**src/rtl/branch_predictor_pkg.sv**
```systemverilog
// Shared definitions for the fetch-stage branch predictor.
// Holds the 2-bit direction counter encodings, the counter reset value
// and the delay-slot offset used to form the not-taken fall-through PC.
package branch_predictor_pkg;

    typedef enum logic [1:0] {
        SNT = 2'b00,   // strongly not-taken
        WNT = 2'b01,   // weakly not-taken
        WT  = 2'b10,   // weakly taken
        ST  = 2'b11    // strongly taken
    } ctr_e;

    localparam ctr_e        PHT_RESET         = WNT;
    localparam logic [31:0] DELAY_SLOT_OFFSET = 32'd8;

endpackage

```
**src/rtl/sat_counter2.sv**
```systemverilog
// Combinational next-state for a 2-bit saturating direction counter.
// Ports:
//   cur   in  ctr_e  current counter value
//   taken in  1      resolved branch direction
//   nxt   out ctr_e  counter value after training (saturates at SNT/ST)
module sat_counter2
    import branch_predictor_pkg::*;
(
    input  ctr_e cur,
    input  logic taken,
    output ctr_e nxt
);

    always_comb begin
        nxt = cur;
        unique case (cur)
            SNT: nxt = taken ? WNT : SNT;
            WNT: nxt = taken ? WT  : SNT;
            WT:  nxt = taken ? ST  : WNT;
            ST:  nxt = taken ? ST  : WT;
            default: nxt = cur;
        endcase
    end

endmodule

```
**src/rtl/branch_predictor.sv**
```systemverilog
// Fetch-stage dynamic branch predictor: direct-mapped BTB plus a 2-bit
// pattern history table, looked up combinationally with pcF. The fetch
// prediction is carried into decode, compared against the resolved branch
// and a redirect is raised on a direction or target mismatch.
// Ports:
//   clk, rst                      clock (rising edge), async active-high reset
//   pcF                           fetch PC
//   stallD, flushD                F->D register hold / clear
//   pred_takenF, pred_targetF     fetch prediction for pcF
//   pcD                           PC of the decode-stage instruction
//   is_branchD                    decode instruction is a conditional branch
//   actual_takenD, branch_targetD resolved direction and target
//   mispredictD, redirect_pcD     redirect request and correct next PC
//   branch_cnt, miss_cnt          resolved-branch and mispredict counters
module branch_predictor
    import branch_predictor_pkg::*;
#(
    parameter int PHT_IDX = 8,
    parameter int BTB_IDX = 6
) (
    input  logic        clk,
    input  logic        rst,
    input  logic [31:0] pcF,
    input  logic        stallD,
    input  logic        flushD,
    output logic        pred_takenF,
    output logic [31:0] pred_targetF,
    input  logic [31:0] pcD,
    input  logic        is_branchD,
    input  logic        actual_takenD,
    input  logic [31:0] branch_targetD,
    output logic        mispredictD,
    output logic [31:0] redirect_pcD,
    output logic [31:0] branch_cnt,
    output logic [31:0] miss_cnt
);

    localparam int PHT_N = 1 << PHT_IDX;
    localparam int BTB_N = 1 << BTB_IDX;
    localparam int TAG_W = 30 - BTB_IDX;

    ctr_e              pht_q        [PHT_N];
    logic              btb_valid_q  [BTB_N];
    logic [TAG_W-1:0]  btb_tag_q    [BTB_N];
    logic [31:0]       btb_target_q [BTB_N];

    logic              pred_takenD_q, pred_takenD_d;
    logic [31:0]       pred_targetD_q, pred_targetD_d;
    logic [31:0]       branch_cnt_q, miss_cnt_q;

    logic [PHT_IDX-1:0] pht_idx_f, pht_idx_d;
    logic [BTB_IDX-1:0] btb_idx_f, btb_idx_d;
    logic [TAG_W-1:0]   tag_f, tag_d;
    logic               btb_hit_f;
    logic               train_d;
    logic               target_miss_d;
    ctr_e               pht_nxt;

    // Instruction words are aligned, so the low PC bits carry no information.
    logic unused_pcf_lsb;
    assign unused_pcf_lsb = ^pcF[1:0];

    assign pht_idx_f = pcF[PHT_IDX+1:2];
    assign btb_idx_f = pcF[BTB_IDX+1:2];
    assign tag_f     = pcF[31:BTB_IDX+2];
    assign pht_idx_d = pcD[PHT_IDX+1:2];
    assign btb_idx_d = pcD[BTB_IDX+1:2];
    assign tag_d     = pcD[31:BTB_IDX+2];

    // Fetch lookup reads the array state before this cycle's update.
    assign btb_hit_f    = btb_valid_q[btb_idx_f] && (btb_tag_q[btb_idx_f] == tag_f);
    assign pred_takenF  = btb_hit_f & pht_q[pht_idx_f][1];
    assign pred_targetF = btb_hit_f ? btb_target_q[btb_idx_f] : 32'd0;

    always_comb begin
        pred_takenD_d  = pred_takenD_q;
        pred_targetD_d = pred_targetD_q;
        if (flushD) begin
            pred_takenD_d  = 1'b0;
            pred_targetD_d = 32'd0;
        end else if (!stallD) begin
            pred_takenD_d  = pred_takenF;
            pred_targetD_d = pred_targetF;
        end
    end

    // A stalled branch is held off until the stall drops, so it trains once.
    assign train_d       = is_branchD & ~stallD;
    assign target_miss_d = pred_takenD_q & actual_takenD & (pred_targetD_q != branch_targetD);
    assign mispredictD   = train_d & ((pred_takenD_q != actual_takenD) | target_miss_d);
    assign redirect_pcD  = actual_takenD ? branch_targetD : (pcD + DELAY_SLOT_OFFSET);

    sat_counter2 u_sat_counter2 (
        .cur   (pht_q[pht_idx_d]),
        .taken (actual_takenD),
        .nxt   (pht_nxt)
    );

    always_ff @(posedge clk or posedge rst) begin
        if (rst) begin
            pred_takenD_q  <= 1'b0;
            pred_targetD_q <= 32'd0;
            branch_cnt_q   <= 32'd0;
            miss_cnt_q     <= 32'd0;
        end else begin
            pred_takenD_q  <= pred_takenD_d;
            pred_targetD_q <= pred_targetD_d;
            if (train_d) begin
                branch_cnt_q <= branch_cnt_q + 32'd1;
                if (mispredictD) begin
                    miss_cnt_q <= miss_cnt_q + 32'd1;
                end
            end
        end
    end

    always_ff @(posedge clk or posedge rst) begin
        if (rst) begin
            for (int i = 0; i < PHT_N; i++) begin
                pht_q[i] <= PHT_RESET;
            end
        end else if (train_d) begin
            pht_q[pht_idx_d] <= pht_nxt;
        end
    end

    always_ff @(posedge clk or posedge rst) begin
        if (rst) begin
            for (int i = 0; i < BTB_N; i++) begin
                btb_valid_q[i] <= 1'b0;
            end
        end else if (train_d && actual_takenD) begin
            btb_valid_q[btb_idx_d] <= 1'b1;
        end
    end

    // Tag and target are qualified by the valid bit, so they need no reset.
    always_ff @(posedge clk) begin
        if (train_d && actual_takenD) begin
            btb_tag_q[btb_idx_d]    <= tag_d;
            btb_target_q[btb_idx_d] <= branch_targetD;
        end
    end

    assign branch_cnt = branch_cnt_q;
    assign miss_cnt   = miss_cnt_q;

endmodule
```
**config.mk**
```make
export PLATFORM = sky130hd
export DESIGN_NAME = branch_predictor
export DESIGN_NICKNAME = d
export VERILOG_FILES = /design/src/rtl/branch_predictor_pkg.sv /design/src/rtl/sat_counter2.sv /design/src/rtl/branch_predictor.sv
export SDC_FILE = /design/constraint.sdc
export NUM_CORES = 2
export LEC_CHECK = 0
export BUFFER_PORTS_ARGS = -buffer_cell sky130_fd_sc_hd__clkbuf_2
export CAP_MARGIN = 20
export CORE_MARGIN = 4
export CORE_UTILIZATION = 60
export CTS_CLUSTER_SIZE = 8
export DETAILED_ROUTE_END_ITERATION = 10
export MAX_ROUTING_LAYER = met4
export PLACE_DENSITY_LB_ADDON = 0.05
export SLEW_MARGIN = 20
export SYNTH_ARGS = -nofsm -noshare
export SYNTH_HDL_FRONTEND = slang
export SYNTH_SLANG_ARGS = --single-unit
```
**constraint.sdc**
```tcl
create_clock -name clk -period 24.1 [get_ports clk]
set_clock_uncertainty 0.2 [all_clocks]
set_input_delay 1.205 -clock clk [delete_from_list [all_inputs] [get_ports clk]]
set_output_delay 1.205 -clock clk [all_outputs]
set_load 0.02 [all_outputs]
```
* Word level (Yosys, flattened, before mapping) *
Memories as Yosys holds them, arrays and structs flattened.
Cells that the tools add are included.
W data, S select, Z words.

word-level totals
  flip-flop bits (word level) = 673
  RAM bits = 3584
  bits of input ports = 102
  logic and storage cells = 387
  memories kept = 2

cells by class
  add/sub/neg operators = 3
  magnitude comparators = 6
  equal/unequal tests = 7
  mux-type cells = 27
  bitwise gates (word level) = 12
  reductions and logical operators = 6

memories
  name          words  width  rd ports  clocked after memory_dff  wr ports  line                    RTL
  btb_target_q  64     32     1         0                         1         branch_predictor.sv:45  logic [31:0] btb_target_q [BTB_N];
  btb_tag_q     64     24     1         0                         1         branch_predictor.sv:44  logic [TAG_W-1:0] btb_tag_q [BTB_N];

operators by type and width
  operator                 number
  $bwmux W512              1
  $mux W32                 4
  $add A32 B1 Y32 const B  2
  $or A64 B64 Y64          1
  $add A32 B4 Y32 const B  1
  $bmux W2 S8              2
  $ne A32 B32 Y1           1
  $eq A24 B24 Y1           1
  $ge A9 B9 Y1 const B     2
  $not A8 Y9               2
  $demux W2 S8             1
  $ge A7 B7 Y1 const B     2
  $mux W2                  7
  $not A6 Y7               2
  $lt A9 B1 Y1 const B     1
  $mux W1                  9
  $pmux W2 S4              1
  $lt A7 B1 Y1 const B     1
  $bmux W1 S6              1
  $demux W1 S6             1
  $and A1 B1 Y1            5
  $eq A2 B2 Y1 const B     2
  $logic_and A1 B1 Y1      4
  $eq A2 B1 Y1 const B     1
  other kinds (6)          6

* Depth between registers and ports, before layout *
  word-level depth = 8
  mapped depth = 20

* Cells and area by module *
Synthesis repeated with hierarchy kept, for this count alone.

second synthesis, totals
  cells, all modules = 8327
  area total of the unflattened synthesis = 172043.8 um2

by module, submodules not included
  module            times used  cells each  area an instance (um2)  sequential area each (um2)
  branch_predictor  1           8324        172017.5                124784.7
  sat_counter2      1           3           26.3                    0.0

* Worst setup path after synthesis *
OpenSTA, ideal clock, no wires.

  path kind = input port to output port
  start point = in pcF[2]
  end point = out pred_targetF[16]
  arrival = 4.819 ns
  data required time = 22.695 ns
  slack = 17.876 ns
  cell stages on the path = 17
  cells stage by stage = buf_6 > buf_8 > buf_6 > buf_6 > buf_6 > buf_6 > buf_6 > buf_6 > mux4_2 > a22oi_1 > a21oi_1 > nor4_2 > o22ai_1 > nor4b_2 > nand4_1 > buf_2 > nor3b_1

on the way
  word-level cells in the longest chain between the ends = 6
  elaborated cells on any way between the ends = 9
  those cells by class = 1 x eq/ne; 4 x mux; 1 x bitwise; 1 x reduce/logical; 2 x memory

ends and longest elaborated chain
  what                                                                     line                    RTL
  start: declaration                                                       branch_predictor.sv:23  input logic [31:0] pcF,
  parallel branches: the longest is 5 deep, another holds $mem_v2 Z64 W24  --
  $mux W32 *                                                               branch_predictor.sv:73  assign pred_targetF = btb_hit_f ? btb_target_q[btb_idx_f] : 32'd0;
  end: declaration                                                         branch_predictor.sv:27  output logic [31:0] pred_targetF,

Mark *: on every way between the ends. The select of a mux whose other input is x is not followed.

* Worst setup path after layout *
  start point = in pcF[2]
  end point = out pred_targetF[29]

The elaborated chain is that of the path after synthesis.

==> metrics.yaml <==
clock_network:
  tritoncts: "built"
  ctsResizeCount: 0
  postCtsSetupRepairBufs: 0
  insertion_delay_ns: 1.04
  clk_path_buf_depth: 4
  clock-root-buffer: "clkbuf_16"
  cts.clk_slew.worst_paths_ns: 0.05
  htreeDepth: 6
  numCtsBuffers: 602
  postCtsHoldBufs: 0
  clock-sinks: 4257
routing:
  drt_iter0_markers: 14510
  dr.pass1.iters: 6
  postRouteAntennaNets: 0
  drc_errors: 0
  wl_um: 515900
  wl_per_cell_um: 38.91
  vias_per_cell: 7.286
  vias: 96600
worst_setup_path:
  critPathMaxStageDelay_ns: 0.71
  crit_top_cell: "buf_12"
  endpoint_kind: "output pin"
  cpMaxStageDelayCell: "buf_4"
  setup.worst_path.class: "input pin to output pin"
  arrival_ns: 8.73
  crit_buf_inv: 8
  cpLargestDelayFamily: "buffers and inverters"
  crit_chain: "buf_12 -> buf_12 -> buf_12 -> buf_4 -> buf_4 -> buf_12 -> mux4_2 -> a22o_1 -> a221oi_1 -> o21ai_1 -> nor3_2 -> xnor2_1 -> nor3_1 -> nand4_1 -> buf_4 -> nor3b_1 -> clkbuf_2"
  startpoint_type: "input pin"
  crit_fanout: 98
  worstPathRequired_ns: 22.69
power_and_ir_drop:
  total_power_mw: 16.59
  powerDensity_nw_per_um2: 85.00
  p_int_mw: 12.97
  p_clk_share_pct: 45.6
  ir_drop_mv: 0.07958
  pwr-share-comb_pct: 5.5
  switching_share_pct: 21.84
  p_leak_nw: 64.57
  sequentialPowerShare_pct: 48.9
  switchingPower_mw: 3.624
grt:
  grt_overflow: 0
  grt_start_max_net_pins: 257
  grt_pass1_vias: 94620
  grt_use_total_pct: 36.20
  antenna_found_initial: 28
  grt_pass1_wl_um: 723300
synth:
  synth_nets: 8888
  synth-seq-area-share_pct: 72.41
  yosys-top-cells-count: "edfxtp_1, mux4_2, dfrtp_1"
  synthFlopType: "edfxtp_1"
  yosys.cell_types.count: 90
  syn_area_um2: 172300
  synthArstFlopShare_pct: 15.81
  yosys.area.top_type: "edfxtp_1"
  synth_edf_count: 3584
  synth_cells: 8779
  yosys_warnings: 0
  yosysMostFrequentCell: "edfxtp_1"
  syn_area_per_cell_um2: 19.63
  netlist.area_leader.share_pct: 62.45
  ys_ff_latch: 4257
  synthTopCellsByArea: "edfxtp_1, mux4_2, dfrtp_1"
sta:
  rsz0062_at_grt: "false"
  fmax_ghz: 0.09863
  hold_slack_ns: 0.1688
  hold_viol_final: 0
  setup_tns_ns: 0
  finalSetupViolations: 0
  timing.final.ws_setup_ns: 13.96
  period_share_pct: 42.07
  finalMaxSlewViolations: 0
  min_period_ns: 10.14
  worstMarginPinSlew_ns: 1.212
  slew_headroom_pct: 19.19
die:
  start_util_pct: 60.37
  fp.dieW_um: 543.9
  die_area_um2: 295900
  fp.dieH_um: 543.9
  rows: 196
  core_area_um2: 285500
  io_pins: 232
place:
  pre_cts_ws_ns: 13.62
  post-place-cells: 12460
  dp_hpwl_um: 282100
  gp_congestion: 0.8695
  portBuffers: 229
  placed_cell_area_um2: 178300
final_layout:
  seqCellArea_um2: 124800
  multi_input_area_um2: 45010
  fill_cells: 18190
  final_layout_size_suffix_gt1_share_pct: 30.99
  utilization_pct: 68.37
  area_growth_syn_to_layout_pct: 13.25
  fin_nets: 9410
  layout.cells.non_filler: 13260
  design_area_um2: 195200
run:
  drv_cap: 0
status:
  status: "completed"
worst_hold_path:
  hold_path.class: "input pin to async pin"
## metal layers
metal,up-vias,GRT usage (%),share of wire (%),wire [um]
li1,37380,-,-,-
met2,6692,53.08,46,239600
met4,0,15.82,5.2,26840
met5,-,-,0,0
met3,1321,7.996,12,62860
met1,51210,49.88,36,186600
## cell usage in the layout, fill, tap and decap left out, types with 76 or more instances in the layout
cell,instances
mux2i_1,126
dfstp_2,256
clkbuf_16,616
dfrtp_1,417
or2_2,76
a21oi_1,323
o31ai_1,255
a31oi_1,237
nor2_1,127
nand2_1,306
mux4_2,1217
clkbuf_1,117
clkbuf_2,216
o21ai_0,307
nor2_4,78
xnor2_1,104
edfxtp_1,3584
buf_4,310
## final cells by class
type                    instances  share of cell area [%]
clock buffers                 733                   8.123
diodes                         22                 0.02821
inverters                      24                 0.05513
repair buffers                557                   2.008
well taps                    3762                   2.412
flip-flops and latches       4257                   63.93
multi-input cells            3859                   23.06
clock inverters                44                  0.3814
## path summary, 6_finish.rpt
| check | start | endpoint | slack (ns) | depth (start not counted) |
|---|---|---|---|---|
| min in group clk | btb_valid_q[56]$_DFFE_PP0P_ | btb_valid_q[56]$_DFFE_PP0P_ | 0.26 | 1 |
| hold / removal | rst | branch_cnt[25]$_DFFE_PP0P_ | 0.17 | 2 |
| setup reg to reg | pht_q[33]$_DFFE_PP0P_ | pht_q[69]$_DFFE_PP0P_ | 19.25 | 10 |
| max in group asynchronous | rst | btb_valid_q[5]$_DFFE_PP0P_ | 20.23 | 5 |
| setup / recovery | pcF[2] | pred_targetF[29] | 13.96 | 17 |
| hold reg to reg | btb_valid_q[56]$_DFFE_PP0P_ | btb_valid_q[56]$_DFFE_PP0P_ | 0.26 | 1 |
## power by group through the flow
stage          Combinational [mW]  Clock (mW)  Sequential [mW]
4_1_cts                     0.902        7.64             8.11
6_report                    0.907        7.57             8.11
3_3_place_gp                0.882           0             8.24
2_1_floorplan               0.523           0             8.25
5_1_grt                     0.953        7.97             8.11
3_5_place_dp                0.899           0             8.24
## flip-flops by register name, summed over array words and instances, names as in the netlist
signal          count
pred_takenD_q       1
btb_valid_q        64
branch_cnt         32
pred_targetD_q     32
btb_tag_q        1536
miss_cnt           32
pht_q             512
btb_target_q     2048
## cells by family after synthesis
logic type	synth area share (%)
adder cells (fa/ha/maj)	0.05082
multiplexers	17.30
XOR/XNOR	0.7115
AO/OA/AOI/OAI	4.965
buffers and inverters	1.895
flip-flops	72.41
AND/OR/NAND/NOR	2.670
Note: power is estimated with default switching activity, not from simulation.
